===== config.mk =====
export PLATFORM = sky130hd
export DESIGN_NAME = execute_memory_register
export DESIGN_NICKNAME = d
export VERILOG_FILES = /design/src/rtl/execute_memory_register.sv
export SDC_FILE = /design/constraint.sdc
export NUM_CORES = 1
export LEC_CHECK = 0
export BUFFER_PORTS_ARGS = -buffer_cell sky130_fd_sc_hd__buf_4
export CAP_MARGIN = 20
export CORE_MARGIN = 8
export CORE_UTILIZATION = 53
export CTS_CLUSTER_SIZE = 40
export DETAILED_ROUTE_END_ITERATION = 8
export PLACE_DENSITY = 0.76
export SLEW_MARGIN = 20
export SYNTH_ARGS = -nofsm -noshare
export SYNTH_HDL_FRONTEND = slang
export SYNTH_SLANG_ARGS = --single-unit

===== constraint.sdc =====
create_clock -name clk -period 2.5 [get_ports clk]
set_clock_uncertainty 0.1 [all_clocks]
set_input_delay 0.375 -clock clk [delete_from_list [all_inputs] [get_ports clk]]
set_output_delay 0.375 -clock clk [all_outputs]
set_load 0.01 [all_outputs]

===== src/rtl/execute_memory_register.sv =====
// Execute-to-memory pipeline register.
// A main (output) entry plus one skid entry, joined by a valid/ready handshake,
// so the memory stage can stall without losing data and without a
// combinational ready path back into execute. Instructions whose condition
// failed are kept in order but have their side-effect controls cleared, and a
// saturating counter records how many of them were accepted. flush empties
// both entries.
module execute_memory_register #(
  parameter int DATA_WIDTH     = 32,
  parameter int REG_ADDR_WIDTH = 4
) (
  input  logic                      clk,
  input  logic                      reset,
  input  logic                      validIN,
  output logic                      readyOUT,
  input  logic [DATA_WIDTH-1:0]     aluResultIN,
  input  logic [DATA_WIDTH-1:0]     storeDataIN,
  input  logic [REG_ADDR_WIDTH-1:0] rdIN,
  input  logic                      loadStoreIN,
  input  logic                      memAccessIN,
  input  logic                      byteOrWordIN,
  input  logic                      regWriteIN,
  input  logic                      linkBitIN,
  input  logic                      condPassIN,
  input  logic                      flush,
  output logic                      validOUT,
  input  logic                      readyIN,
  output logic [DATA_WIDTH-1:0]     aluResultOUT,
  output logic [DATA_WIDTH-1:0]     storeDataOUT,
  output logic [REG_ADDR_WIDTH-1:0] rdOUT,
  output logic                      loadStoreOUT,
  output logic                      memAccessOUT,
  output logic                      byteOrWordOUT,
  output logic                      regWriteOUT,
  output logic                      linkBitOUT,
  output logic [15:0]               squashCount
);

  // Payload packing, MSB to LSB:
  // aluResult | storeData | rd | loadStore | memAccess | byteOrWord | regWrite | linkBit
  localparam int PW = 2 * DATA_WIDTH + REG_ADDR_WIDTH + 5;

  logic [PW-1:0] in_payload_s;
  logic [PW-1:0] main_r;
  logic [PW-1:0] skid_r;
  logic [PW-1:0] main_nxt_s;
  logic [PW-1:0] skid_nxt_s;
  logic          main_valid_r;
  logic          skid_valid_r;
  logic          main_valid_nxt_s;
  logic          skid_valid_nxt_s;
  logic          ready_r;
  logic [15:0]   squash_cnt_r;
  logic [15:0]   squash_cnt_nxt_s;
  logic          accept_s;
  logic          advance_s;
  logic          squash_s;

  assign accept_s  = validIN & ready_r;
  // Main may take new contents when it is empty or its entry is being consumed.
  assign advance_s = ~main_valid_r | readyIN;
  assign squash_s  = ~condPassIN;

  // Build the incoming entry; a failed condition strips all architectural side effects.
  always_comb begin
    in_payload_s = {aluResultIN, storeDataIN, rdIN, loadStoreIN,
                    memAccessIN & ~squash_s, byteOrWordIN,
                    regWriteIN & ~squash_s, linkBitIN & ~squash_s};
  end

  // Next-state of the two-entry buffer: flush, then drain skid, then pass-through, then stall.
  always_comb begin
    main_valid_nxt_s = main_valid_r;
    skid_valid_nxt_s = skid_valid_r;
    main_nxt_s       = main_r;
    skid_nxt_s       = skid_r;
    if (flush) begin
      // Payload is left stale; only the valid bits matter.
      main_valid_nxt_s = 1'b0;
      skid_valid_nxt_s = 1'b0;
    end else if (advance_s) begin
      if (skid_valid_r) begin
        main_valid_nxt_s = 1'b1;
        main_nxt_s       = skid_r;
        skid_valid_nxt_s = accept_s;
        if (accept_s) begin
          skid_nxt_s = in_payload_s;
        end else begin
          skid_nxt_s = skid_r;
        end
      end else begin
        main_valid_nxt_s = accept_s;
        skid_valid_nxt_s = 1'b0;
        if (accept_s) begin
          main_nxt_s = in_payload_s;
        end else begin
          main_nxt_s = main_r;
        end
      end
    end else begin
      // Main is full and stalled: its payload must stay put.
      if (accept_s) begin
        skid_valid_nxt_s = 1'b1;
        skid_nxt_s       = in_payload_s;
      end else begin
        skid_valid_nxt_s = skid_valid_r;
        skid_nxt_s       = skid_r;
      end
    end
  end

  // Saturating count of accepted condition-failed instructions; a flushed accept is not counted.
  always_comb begin
    squash_cnt_nxt_s = squash_cnt_r;
    if (!flush && accept_s && squash_s && (squash_cnt_r != 16'hFFFF)) begin
      squash_cnt_nxt_s = squash_cnt_r + 16'd1;
    end else begin
      squash_cnt_nxt_s = squash_cnt_r;
    end
  end

  // State registers; ready is registered from the next skid occupancy so it never depends on readyIN combinationally.
  always_ff @(posedge clk or negedge reset) begin
    if (!reset) begin
      main_valid_r <= 1'b0;
      skid_valid_r <= 1'b0;
      main_r       <= {PW{1'b0}};
      skid_r       <= {PW{1'b0}};
      ready_r      <= 1'b1;
      squash_cnt_r <= 16'd0;
    end else begin
      main_valid_r <= main_valid_nxt_s;
      skid_valid_r <= skid_valid_nxt_s;
      main_r       <= main_nxt_s;
      skid_r       <= skid_nxt_s;
      ready_r      <= ~skid_valid_nxt_s;
      squash_cnt_r <= squash_cnt_nxt_s;
    end
  end

  assign readyOUT      = ready_r;
  assign validOUT      = main_valid_r;
  assign squashCount   = squash_cnt_r;
  assign aluResultOUT  = main_r[PW-1 -: DATA_WIDTH];
  assign storeDataOUT  = main_r[PW-DATA_WIDTH-1 -: DATA_WIDTH];
  assign rdOUT         = main_r[REG_ADDR_WIDTH+4 -: REG_ADDR_WIDTH];
  assign loadStoreOUT  = main_r[4];
  assign memAccessOUT  = main_r[3];
  assign byteOrWordOUT = main_r[2];
  assign regWriteOUT   = main_r[1];
  assign linkBitOUT    = main_r[0];

endmodule

# Word level (Yosys, flattened, before mapping)
# Index checks and enable logic that the tools add are counted.
# Widths: inputs -> output; s select.
totals:
  regBits: 165
  latchBits: 0
  ram_bits: 0
  romBits: 0
  in_bits: 79
  elab_cells: 38
  mem_count: 0
classes:
  add_sub_neg: 1
  n_mul: 0
  div: 0
  order_cmp: 0
  n_eq_ne: 2
  shift: 0
  n_mux: 12
  bitwise_logic: 9
  n_reduce_logical: 8
ops:
  columns: ["operator", "count"]
  rows:
  - ["$mux 73", 5]
  - ["$add 16x1->16 const B", 1]
  - ["$ne 16x16->1 const B", 1]
  - ["$mux 1", 7]
  - ["$and 1x1->1", 4]
  - ["$not 1->1", 4]
  - ["$reduce_bool 2->1", 2]
  - ["$logic_and 1x1->1", 3]
  - ["$reduce_and 3->1", 1]
  - ["$ne 2x2->1 const B", 1]
  - ["$reduce_and 2->1", 1]
  - ["$logic_not 1->1", 1]
  - ["$or 1x1->1", 1]

# Longest topological paths before layout
depth:
  word_depth: 5
  mapped_depth: 7

# Worst setup path after synthesis
# Ideal clock, no wire load.
synth_path:
  kind: "register to register"
  startpoint: "register ready_r (netlist: readyOUT)"
  endpoint: "register squash_cnt_r[12] (netlist: squashCount[12])"
  t_arrival_ns: 1.684
  path_slack_ns: 0.591
  path_stages_with_launch: 5
  path_cell_list: "dfstp_2 -> nand4bb_4 -> or4_4 -> nor2_1 -> mux2_2"
synth_via:
  elab_chain_len: 4
synth_lines:
  columns: ["item", "line_no", "text"]
  rows:
  - ["start: declaration", "52", "logic ready_r;"]
  - ["start signal: assignment", "136", "ready_r <= ~skid_valid_nxt_s;"]
  - ["$and 1x1->1", "59", "assign accept_s = validIN & ready_r;"]
  - ["$logic_and 1x1->1 (3 in a row)", "115", "if (!flush && accept_s && squash_s && (squash_cnt_r != 16'hFFFF)) begin"]
  - ["end signal: assignment", "137", "squash_cnt_r <= squash_cnt_nxt_s;"]
  - ["end: declaration", "53", "logic [15:0] squash_cnt_r;"]
# No other way between the ends.
# A chain may end at the register's enable or synchronous reset.

# Worst setup path in the final report
layout_path:
  startpoint: "register main_valid_r (netlist: validOUT)"
  endpoint: "register skid_r[19]"
layout_via:
  elab_chain_len: 4
  elab_cells_between_ends: 5
layout_lines:
  columns: ["item", "line_no", "text"]
  rows:
  - ["start: declaration", "48", "logic main_valid_r;"]
  - ["start signal: assignment", "132", "main_valid_r <= main_valid_nxt_s;"]
  - ["$not 1->1 (*)", "61", "assign advance_s = ~main_valid_r | readyIN;"]
  - ["$or 1x1->1 (*)", "61", null]
  - ["$ne 2x2->1 (no source line)", null, null]
  - ["$reduce_and 2->1 (no source line)", null, null]
  - ["end signal: assignment", "128", "skid_r <= {PW{1'b0}};"]
  - ["end signal: assignment", "135", "skid_r <= skid_nxt_s;"]
  - ["end: declaration", "45", "logic [PW-1:0] skid_r;"]
# Every way passes the cells marked *; elsewhere a longest branch is shown, timed or not.

==> results by group <==
Run status
  • Run status: finished, final reports clean

Floorplan
  • IO Pins: 170
  • Die width: 130.7 um
  • Site Rows: 42
  • Starting Density: 53.54%
  • Die height: 130.7 um
  • Core box area: 13030 um^2
  • DIE AREA: 17090 um^2

Detailed routing
  • Final wirelength: 16300 um
  • DRC: 0
  • DR vias/cell: 5.394
  • Avg WL per Cell: 17.64 um
  • Initial DRC count: 277
  • Remaining antenna violation count: 0
  • 1st-pass router iterations: 4
  • DR vias: 4984

Global routing
  • GRT Util Overall: 19.99%
  • Met2 Use GR: 32.65%
  • Largest net degree at the start of global routing: 87
  • Most Crowded Layer GR: met2
  • Met1 Use GR: 24.92%
  • Grt ovf: 0
  • GR Util met3: 6.169%
  • Vias in the first global route: 5320
  • First-pass GRT wire length: 26590 um
  • Initial antenna violation count: 0

Clocking
  • Inserted Clock Buffers: 17
  • Setup Fix Bufs, Post-CTS: 0
  • Cts hold-fix bufs: 1
  • Clk buf depth: 2
  • H-tree depth: 4
  • CTS tree: yes
  • Clock sink count: 165
  • Clock root buffer: clkbuf_16
  • CTS resizes: 0
  • Clk_lat worst skew: 0.42 ns
  • Reg clk slew, reported paths: 0.06 ns

Setup path
  • WP data required: 2.69 ns
  • Startpoint Class: register
  • CP arrival: 2.21 ns
  • R2R Path Start: validOUT$_DFFE_PN0P_
  • Worst setup EP type: register
  • Flop-to-flop setup slack: 0.49 ns
  • FF-to-FF End: skid_r[19]$_DFFE_PN0P_
  • Worst reg2reg path depth: 4
  • Crit-path max FO: 50
  • WS Path Type: reg -> reg

Synth
  • Yosys top cell area share: 58.81%
  • Post-synth top flop: dfrtp_1
  • Share of flip-flops with an asynchronous set or reset: 100.0%
  • Top cells by area, synth: dfrtp_1 59%, mux2_2 12%, mux2i_1 10%
  • Post-Synthesis Cells: 571
  • Unique masters post-synth: 34
  • Syn_area_per_cell: 12.22 um^2
  • Seq cells post-synth: 165
  • Count leader, synth: dfrtp_1
  • Post-synth EDFFs: 0
  • Syn_nets: 651
  • Synthesized area: 6978 um^2
  • Synth area leader: dfrtp_1
  • Register area share after synthesis: 59.19%
  • Synth cell count leaders: 164 x dfrtp_1, 84 x nor2_1, 79 x a21oi_1
  • Synth warn: 0

Timing
  • Slew Limit Fails: 0
  • Slew of the pin with the lowest slew margin: 0.7009 ns
  • Setup Total Neg Slack: 0 ns
  • Relative slew slack: 53.27%
  • Setup violations, final: 0
  • Fmax: 496.5 MHz
  • Final Hold Viols: 0
  • Tmin final: 2.014 ns
  • RSZ-0062 raised after global routing: no
  • Final Cycle Share: 80.56%
  • Hold WS: 0.05726 ns

Pwr
  • Switching share of power: 25.86%
  • Share of power burned in registers: 46.1%
  • Clock Power Share: 34.6%
  • Max IR drop VDD: 0.5741 mV
  • NetSw: 2.050 mW
  • Comb power frac: 19.3%
  • Int Pwr: 5.877 mW
  • P_leak: 4.066 nW
  • Pwr Density: 870.7 nW/um^2

Layout
  • Finished Layout Cells: 924
  • Number of inserted diodes: 0
  • Share of cells above drive strength 1: 38.77%
  • Register Area: 4134 um^2
  • Nets: 817
  • Finished Core Util: 69.85%
  • Multi-input logic area: 2708 um^2
  • Filler cells: 979
  • Layout area overhead: 30.46%

Worst hold path
  • Hold path startpoint: flush
  • Min-delay worst type: in -> reg
  • Hold Path Cell Cnt: 2
  • Worst Hold End: validOUT$_DFFE_PN0P_

Placed design
  • Cells after DPL: 893
  • Routability cong.: 0.8346
  • DP HPWL: 11270 um
  • Port Buffer Count: 169

Flow run
  • Max_cap viols: 0
==> metal layers <==
layer	vias to the layer above	part of all wire [%]
li1	2333	-
met1	2489	42
met2	146	49
met3	16	7.6
met4	0	1.2
met5	-	0
==> cell type report <==
class,count,area share (%)
inverters,3,0.1237
multi-input cells,370,29.74
repair buffers,180,15.46
well taps,176,2.419
clock buffers,22,5.209
flip-flops and latches,165,45.41
clock inverters,8,1.636
==> layout by cell type, fill, tap and decap left out, types with 2 or more instances in the layout <==
cell,n
dfrtp_1,163
clkbuf_1,2
and3_1,2
inv_1,3
xor2_1,11
or2_2,2
nor4_1,4
mux2_2,72
clkinvlp_4,2
nor3b_1,3
o21ai_0,3
a21oi_1,79
mux2i_1,70
clkbuf_16,17
nand2_1,14
nor3_1,2
nor2_1,84
buf_4,174
bufinv_16,4
buf_12,4
clkbuf_8,3
nand4_1,5
nand3_1,3
a31oi_1,2
==> state kept, by name (all words and copies together) (netlist names) <==
register,count
squashCount,16
skid_r,73
skid_valid_r,1
validOUT,1
readyOUT,1
main_r,73
==> worst max-delay path, cell delays in order, from the launching register on <==
cell	delay, ns
dfrtp_1	0.37
nor2b_1	0.21
o2111ai_4	0.21
buf_4	0.55
mux2_2	0.42
==> power groups by stage <==
stage | sequential [mW] | clock [mW] | combinational [mW]
3_3_place_gp | 3.65 | 0 | 1.49
2_1_floorplan | 3.72 | 0 | 0.687
4_1_cts | 3.66 | 2.79 | 1.56
5_1_grt | 3.73 | 2.92 | 1.69
6_report | 3.66 | 2.74 | 1.53
3_5_place_dp | 3.69 | 0 | 1.56
==> how the worst max path moves through the flow <==
stage | slack [ns] | from | endpoint | depth (start not counted)
after global routing | 0.38 | validOUT$_DFFE_PN0P_ | skid_r[37]$_DFFE_PN0P_ | 4
after global placement | 0.53 | validOUT$_DFFE_PN0P_ | skid_r[31]$_DFFE_PN0P_ | 4
after CTS | 0.47 | validOUT$_DFFE_PN0P_ | skid_r[29]$_DFFE_PN0P_ | 4
after floorplan | 0.59 | readyOUT$_DFF_PN1_ | squashCount[12]$_DFFE_PN0P_ | 4
final | 0.49 | validOUT$_DFFE_PN0P_ | skid_r[19]$_DFFE_PN0P_ | 4
after detailed placement | 0.49 | validOUT$_DFFE_PN0P_ | skid_r[29]$_DFFE_PN0P_ | 4
==> stage by stage <==
stage / cell area, um^2 / power, mW / setup WS, ns
finish: 9104 / 7.927 / 0.4861
global route: 9104 / 8.338 / 0.3772
CTS: 9104 / 8.016 / 0.4713
detailed placement: 8471 / 5.247 / 0.4883
global placement: 8471 / 5.142 / 0.5326
floorplan: 6978 / 4.411 / 0.5911
==> kinds of logic (layout without fill, tap and decap cells) <==
logic type                 Yosys count  in the layout  synth area share [%]
muxes                              142            142                 21.66
AOI/OAI and AO/OA                   87             87                 6.455
buffers and inverters               36            213                 2.331
adders and majority gates            2              2                0.3227
and+or+nand+nor                    128            128                 8.660
xor gates and xnor gates            11             11                 1.381
DFF                                165            165                 59.19
Note: power is estimated with default switching activity, not from simulation.
